$ cat config.mk
export PLATFORM = sky130hd
export DESIGN_NAME = uart_rx
export DESIGN_NICKNAME = d
export VERILOG_FILES = /design/src/rtl/uart_rx.sv
export SDC_FILE = /design/constraint.sdc
export NUM_CORES = 1
export LEC_CHECK = 0
export CELL_PAD_IN_SITES_DETAIL_PLACEMENT = 2
export CELL_PAD_IN_SITES_GLOBAL_PLACEMENT = 2
export CORE_MARGIN = 8
export CORE_UTILIZATION = 38
export DETAILED_ROUTE_END_ITERATION = 8
export MAX_ROUTING_LAYER = met4
export PLACE_DENSITY = 0.74
export SLEW_MARGIN = 20
export SYNTH_ARGS = -nofsm -noshare
export SYNTH_HDL_FRONTEND = slang
export SYNTH_SLANG_ARGS = --single-unit
$ cat constraint.sdc
create_clock -name clk_in -period 2.4 [get_ports clk_in]
set_clock_uncertainty 0.2 [all_clocks]
set_input_delay 0.48 -clock clk_in [delete_from_list [all_inputs] [get_ports clk_in]]
set_output_delay 0.48 -clock clk_in [all_outputs]
set_load 0.05 [all_outputs]
$ cat src/rtl/uart_rx.sv
// UART receiver: 8N1 frames oversampled on clk_in, bytes delivered through a 1-entry valid/ready holding register.
// Define UART_PARITY_EN to add an even-parity bit between the data and stop bits (8E1).
module uart_rx #(
  parameter  int unsigned CLKS_PER_BIT = 10416,
  localparam int unsigned CNT_W        = $clog2(CLKS_PER_BIT)
) (
  input  logic       clk_in,
  input  logic       rst_n,
  input  logic       rx,
  output logic [7:0] rx_data,
  output logic       rx_valid,
  input  logic       rx_ready,
  output logic       frame_err,
  output logic       overrun,
  output logic       parity_err,
  input  logic       clr_err
);

  localparam logic [CNT_W-1:0] HALF_M1 = CNT_W'(CLKS_PER_BIT / 2 - 1);
  localparam logic [CNT_W-1:0] FULL_M1 = CNT_W'(CLKS_PER_BIT - 1);
  localparam logic [CNT_W-1:0] CNT_ONE = CNT_W'(1);

  typedef enum logic [2:0] {
    S_IDLE   = 3'd0,
    S_START  = 3'd1,
    S_DATA   = 3'd2,
`ifdef UART_PARITY_EN
    S_PARITY = 3'd3,
`endif
    S_STOP   = 3'd4,
    S_BREAK  = 3'd5
  } state_e;

  logic [1:0]       sync_q, sync_d;
  logic             rx_s;
  state_e           state_q, state_d;
  logic [CNT_W-1:0] cnt_q, cnt_d;
  logic [2:0]       bit_idx_q, bit_idx_d;
  logic [7:0]       shreg_q, shreg_d;
  logic [7:0]       rx_data_q, rx_data_d;
  logic             rx_valid_q, rx_valid_d;
  logic             frame_err_q, frame_err_d;
  logic             overrun_q, overrun_d;
  logic             deliver;
  logic             drop;
`ifdef UART_PARITY_EN
  logic             par_bad_q, par_bad_d;
  logic             parity_err_q, parity_err_d;
`endif

  assign rx_s = sync_q[1];

  // Frame FSM, holding register and error flags
  always_comb begin
    sync_d      = {sync_q[0], rx};
    state_d     = state_q;
    cnt_d       = cnt_q;
    bit_idx_d   = bit_idx_q;
    shreg_d     = shreg_q;
    rx_data_d   = rx_data_q;
    rx_valid_d  = rx_valid_q;
    frame_err_d = 1'b0;
    overrun_d   = overrun_q;
    deliver     = 1'b0;
    drop        = 1'b0;
`ifdef UART_PARITY_EN
    par_bad_d    = par_bad_q;
    parity_err_d = 1'b0;
`endif

    case (state_q)
      S_IDLE: begin
        cnt_d = '0;
        if (!rx_s) begin
          state_d = S_START;
        end
      end

      S_START: begin
        if (cnt_q == HALF_M1) begin
          cnt_d = '0;
          if (rx_s) begin
            state_d = S_IDLE;
          end else begin
            state_d   = S_DATA;
            bit_idx_d = '0;
          end
        end else begin
          cnt_d = cnt_q + CNT_ONE;
        end
      end

      S_DATA: begin
        if (cnt_q == FULL_M1) begin
          cnt_d              = '0;
          shreg_d[bit_idx_q] = rx_s;
          bit_idx_d          = bit_idx_q + 3'd1;
          if (bit_idx_q == 3'd7) begin
`ifdef UART_PARITY_EN
            state_d = S_PARITY;
`else
            state_d = S_STOP;
`endif
          end
        end else begin
          cnt_d = cnt_q + CNT_ONE;
        end
      end

`ifdef UART_PARITY_EN
      // Even parity: the received parity bit must equal the XOR of the data bits
      S_PARITY: begin
        if (cnt_q == FULL_M1) begin
          cnt_d     = '0;
          par_bad_d = rx_s ^ (^shreg_q);
          state_d   = S_STOP;
        end else begin
          cnt_d = cnt_q + CNT_ONE;
        end
      end
`endif

      S_STOP: begin
        if (cnt_q == FULL_M1) begin
          cnt_d = '0;
          if (rx_s) begin
            state_d = S_IDLE;
`ifdef UART_PARITY_EN
            if (par_bad_q) begin
              parity_err_d = 1'b1;
            end else begin
              deliver = 1'b1;
            end
`else
            deliver = 1'b1;
`endif
          end else begin
            frame_err_d = 1'b1;
            state_d     = S_BREAK;
          end
        end else begin
          cnt_d = cnt_q + CNT_ONE;
        end
      end

      // A held-low line stays here so it reports only one framing error
      S_BREAK: begin
        cnt_d = '0;
        if (rx_s) begin
          state_d = S_IDLE;
        end
      end

      default: begin
        state_d = S_IDLE;
        cnt_d   = '0;
      end
    endcase

    if (deliver) begin
      if (!rx_valid_q || rx_ready) begin
        rx_data_d  = shreg_q;
        rx_valid_d = 1'b1;
      end else begin
        drop = 1'b1;
      end
    end else if (rx_valid_q && rx_ready) begin
      rx_valid_d = 1'b0;
    end

    // A new drop outranks a simultaneous clear
    if (drop) begin
      overrun_d = 1'b1;
    end else if (clr_err) begin
      overrun_d = 1'b0;
    end
  end

  always_ff @(posedge clk_in or negedge rst_n) begin
    if (!rst_n) begin
      sync_q       <= 2'b11;
      state_q      <= S_IDLE;
      cnt_q        <= '0;
      bit_idx_q    <= '0;
      shreg_q      <= '0;
      rx_data_q    <= '0;
      rx_valid_q   <= 1'b0;
      frame_err_q  <= 1'b0;
      overrun_q    <= 1'b0;
`ifdef UART_PARITY_EN
      par_bad_q    <= 1'b0;
      parity_err_q <= 1'b0;
`endif
    end else begin
      sync_q       <= sync_d;
      state_q      <= state_d;
      cnt_q        <= cnt_d;
      bit_idx_q    <= bit_idx_d;
      shreg_q      <= shreg_d;
      rx_data_q    <= rx_data_d;
      rx_valid_q   <= rx_valid_d;
      frame_err_q  <= frame_err_d;
      overrun_q    <= overrun_d;
`ifdef UART_PARITY_EN
      par_bad_q    <= par_bad_d;
      parity_err_q <= parity_err_d;
`endif
    end
  end

  assign rx_data   = rx_data_q;
  assign rx_valid  = rx_valid_q;
  assign frame_err = frame_err_q;
  assign overrun   = overrun_q;
`ifdef UART_PARITY_EN
  assign parity_err = parity_err_q;
`else
  assign parity_err = 1'b0;
`endif

endmodule

==> flow_summary_export.csv <==
group,metric,value,unit
routing,final_antenna_net_count,0,
pwr,power.internal,0.964,mW
setup_path,cp-end-kind,"register",
pwr,vdd_drop_max,235,uV
status,status,"finished clean",
sta,max_slew_margin,0.632,
global_routing,grt_pass1_vias,1512,
sta,period_needed,2220,ps
routing,drc,0,
pwr,clkPwrFrac,0.410,
placement,dpl.hpwl,3170,um
logic_synthesis,synth_seq_cells,41,
routing,wl,4490,um
placement,gp_congestion,0.764,
cells_and_area,diodes,0,
logic_synthesis,synth.top_cells.by_area,"dfrtp_1 49%, mux2_2 11%, nor2_1 4.2%",
cells_and_area,nFillCells,537,
logic_synthesis,async_flop_share,1.00,
routing,avgViaCountPerCell,5.15,
clock_network,cts_tree,"yes",
die,die_w,88.1,um
die,rows,26,
cells_and_area,ff_latch_area,1030,um^2
routing,wl_per_cell,17.3,um
global_routing,antenna_found_initial,0,
sta,slew_violations,0,
routing,drtPass1Iterations,3,
sta,fmax,451,MHz
sta,tns,0,ps
logic_synthesis,synth-edff-count,0,
global_routing,grt_pass1_wl,7620,um
logic_synthesis,netlist_area,1970,um^2
setup_path,reg2reg_slack,180,ps
logic_synthesis,synth.top_cell.area_share,0.495,
die,die-area,7750,um^2
die,start_util,0.389,
cells_and_area,drive_gt1_frac,0.221,
pwr,p_switching,0.269,mW
clock_network,cts_setup_buffers,0,
cells_and_area,final_util,0.456,
die,die_y,88.1,um
clock_network,cts_root_buf,"clkbuf_8",
sta,setup_viol,0,
cells_and_area,syn2layout_area_growth,17.2,%
routing,drt_iter0_drc,36,
logic_synthesis,ys_warn_count,0,
pwr,power_per_cell_area,533,nW/um^2
placement,dpl_cell_area,2200,um^2
clock_network,clkSinkCount,41,
logic_synthesis,ys_types,42,
pwr,swShare,0.218,
clock_network,cts_made_buffers,5,
global_routing,track_usage,0.132,
clock_network,cts_buffer_depth,2,
job,cap_violations,0,
placement,port_buffers,15,
sta,min_period_over_period,0.923,
clock_network,insertion_delay,300,ps
setup_path,cp.arrival,2200,ps
global_routing,grt_max_degree,42,
logic_synthesis,ys_seq_area_frac,0.521,
global_routing,grt_overflow,0,
cells_and_area,multi_input_area,897,um^2
logic_synthesis,synth_area_per_cell,11.5,um^2
logic_synthesis,synthCells,171,
logic_synthesis,syn-num-nets,179,
min_path,hold_path.class,"register to register",
cells_and_area,finalNetCount,197,
setup_path,crit_type,"register to register",
sta,hold_viol,0,
setup_path,critPathLaunchType,"register",
clock_network,cts.clk_slew.worst_paths,80,ps
die,core-area,5070,um^2
setup_path,cp.required,2380,ps
sta,max_slew.worst_pin.slew,551,ps
logic_synthesis,yosysTopAreaCell,"dfrtp_1",
die,boundaryPins,17,
pwr,pwr-share-seq,0.566,
routing,via_count,1340,
sta,rsz0062_at_grt,"no",
clock_network,htreeDepth,2,
pwr,pwr-share-comb,0.024,
cells_and_area,final_cell_area,2310,um^2
pwr,leakagePower,1.04,nW
logic_synthesis,yosys_most_used_dff,"dfrtp_1",
setup_path,cp_max_fo,9,
[placed cells by master, fill, tap and decap left out, drive strengths merged, types with 2 or more instances in the layout]
cell type	synthesis	routed
inv	4	4
nand3b	4	4
ha	3	3
clkdlybuf4s50	0	14
xor2	5	5
nand2	13	13
dfstp	2	2
and4bb	2	2
clkbuf	3	7
a22oi	2	2
nor2	23	23
buf	4	3
nor4bb	2	2
nor2b	2	2
nand2b	2	2
nor3	4	4
xnor2	7	7
or3b	3	3
a21oi	2	2
dfrtp	39	39
nand4	4	4
mux2	19	19
nor3b	2	2
nand3	5	5
and3	4	4
[worst max-delay path, cell delays in order (launching register included)]
cell and delay, ps:
dfrtp_1 380, ha_1 210, and3_1 270, nand4_4 270
nor3_4 350, nand3_1 130, mux2_2 290
[path summary, 6_finish.rpt]
| path | startpoint | to | cells past startpoint |
|---|---|---|---|
| worst max-delay path | cnt_q[0] | shreg_q[6] | 6 |
| worst min-delay path | sync_q[0] | sync_q[1] | 0 |
| worst max register to register | cnt_q[0] | shreg_q[6] | 6 |
| worst min register to register | sync_q[0] | sync_q[1] | 0 |
| max in group asynchronous | rst_n | sync_q[1] | 3 |
| min in group asynchronous | rst_n | state_q[0] | 3 |
[logic make-up after synthesis]
group                      synth area share
AOI/OAI and AO/OA                    0.0533
xor gates and xnor gates             0.0533
adders and majority gates            0.0190
buffers and inverters                0.0266
DFF                                   0.521
muxes                                 0.108
other                               0.00190
and+or+nand+nor                       0.216
[layer usage]
metal	global-route usage	share of wire	vias to the layer above
met5	-	0	-
met4	0.0415	0.011	0
met3	0.0338	0.036	5
met2	0.235	0.54	18
met1	0.140	0.41	687
li1	-	-	630
[sequential cells by signal, summed over array words and instances, names as in the netlist]
register,flops
rx_data,8
sync_q,2
state_q,3
overrun,1
shreg_q,8
bit_idx_q,3
rx_valid,1
cnt_q,14
frame_err,1
[cell usage after synthesis, types with 3 or more instances]
cell type  instances
inv_1              4
ha_1               3
nor2_1            22
nand3b_1           4
xnor2_1            7
and3_1             4
nand4_1            3
mux2_2            19
dfrtp_1           39
xor2_1             5
nand3_1            5
nand2_1           13
[stage by stage]
step	total power, mW	hold WS [ps]	setup slack (ps)	std cells
global route	1.28	163	29.5	260
detailed placement	0.742	150	88.5	251
CTS	1.25	162	91.2	260
finish	1.23	159	184	260
global placement	0.741	147	175	251
floorplan	0.717	-15.6	408	171
[timing repair]
item	4_1_cts	5_1_grt
resized for setup	0	1
hold buffers	1	0
setup endpoints to repair	0	7
endpoints found under the hold margin	39	0
[power groups by stage]
stage	registers (mW)	logic [mW]	clock network, mW
6_report	0.698	0.0301	0.505
5_1_grt	0.698	0.0336	0.549
4_1_cts	0.698	0.0314	0.525
3_5_place_dp	0.712	0.0299	0
3_3_place_gp	0.712	0.0291	0
2_1_floorplan	0.708	0.00855	0
[final cells by class]
| class | count | area share |
|---|---|---|
| inverters | 4 | 0.00649 |
| multi-input cells | 119 | 0.388 |
| clock buffers | 7 | 0.0417 |
| well taps | 70 | 0.0379 |
| flip-flops and latches | 41 | 0.445 |
| clock inverters | 1 | 0.00216 |
| repair buffers | 18 | 0.0790 |
Note: power is estimated with default switching activity, not from simulation.
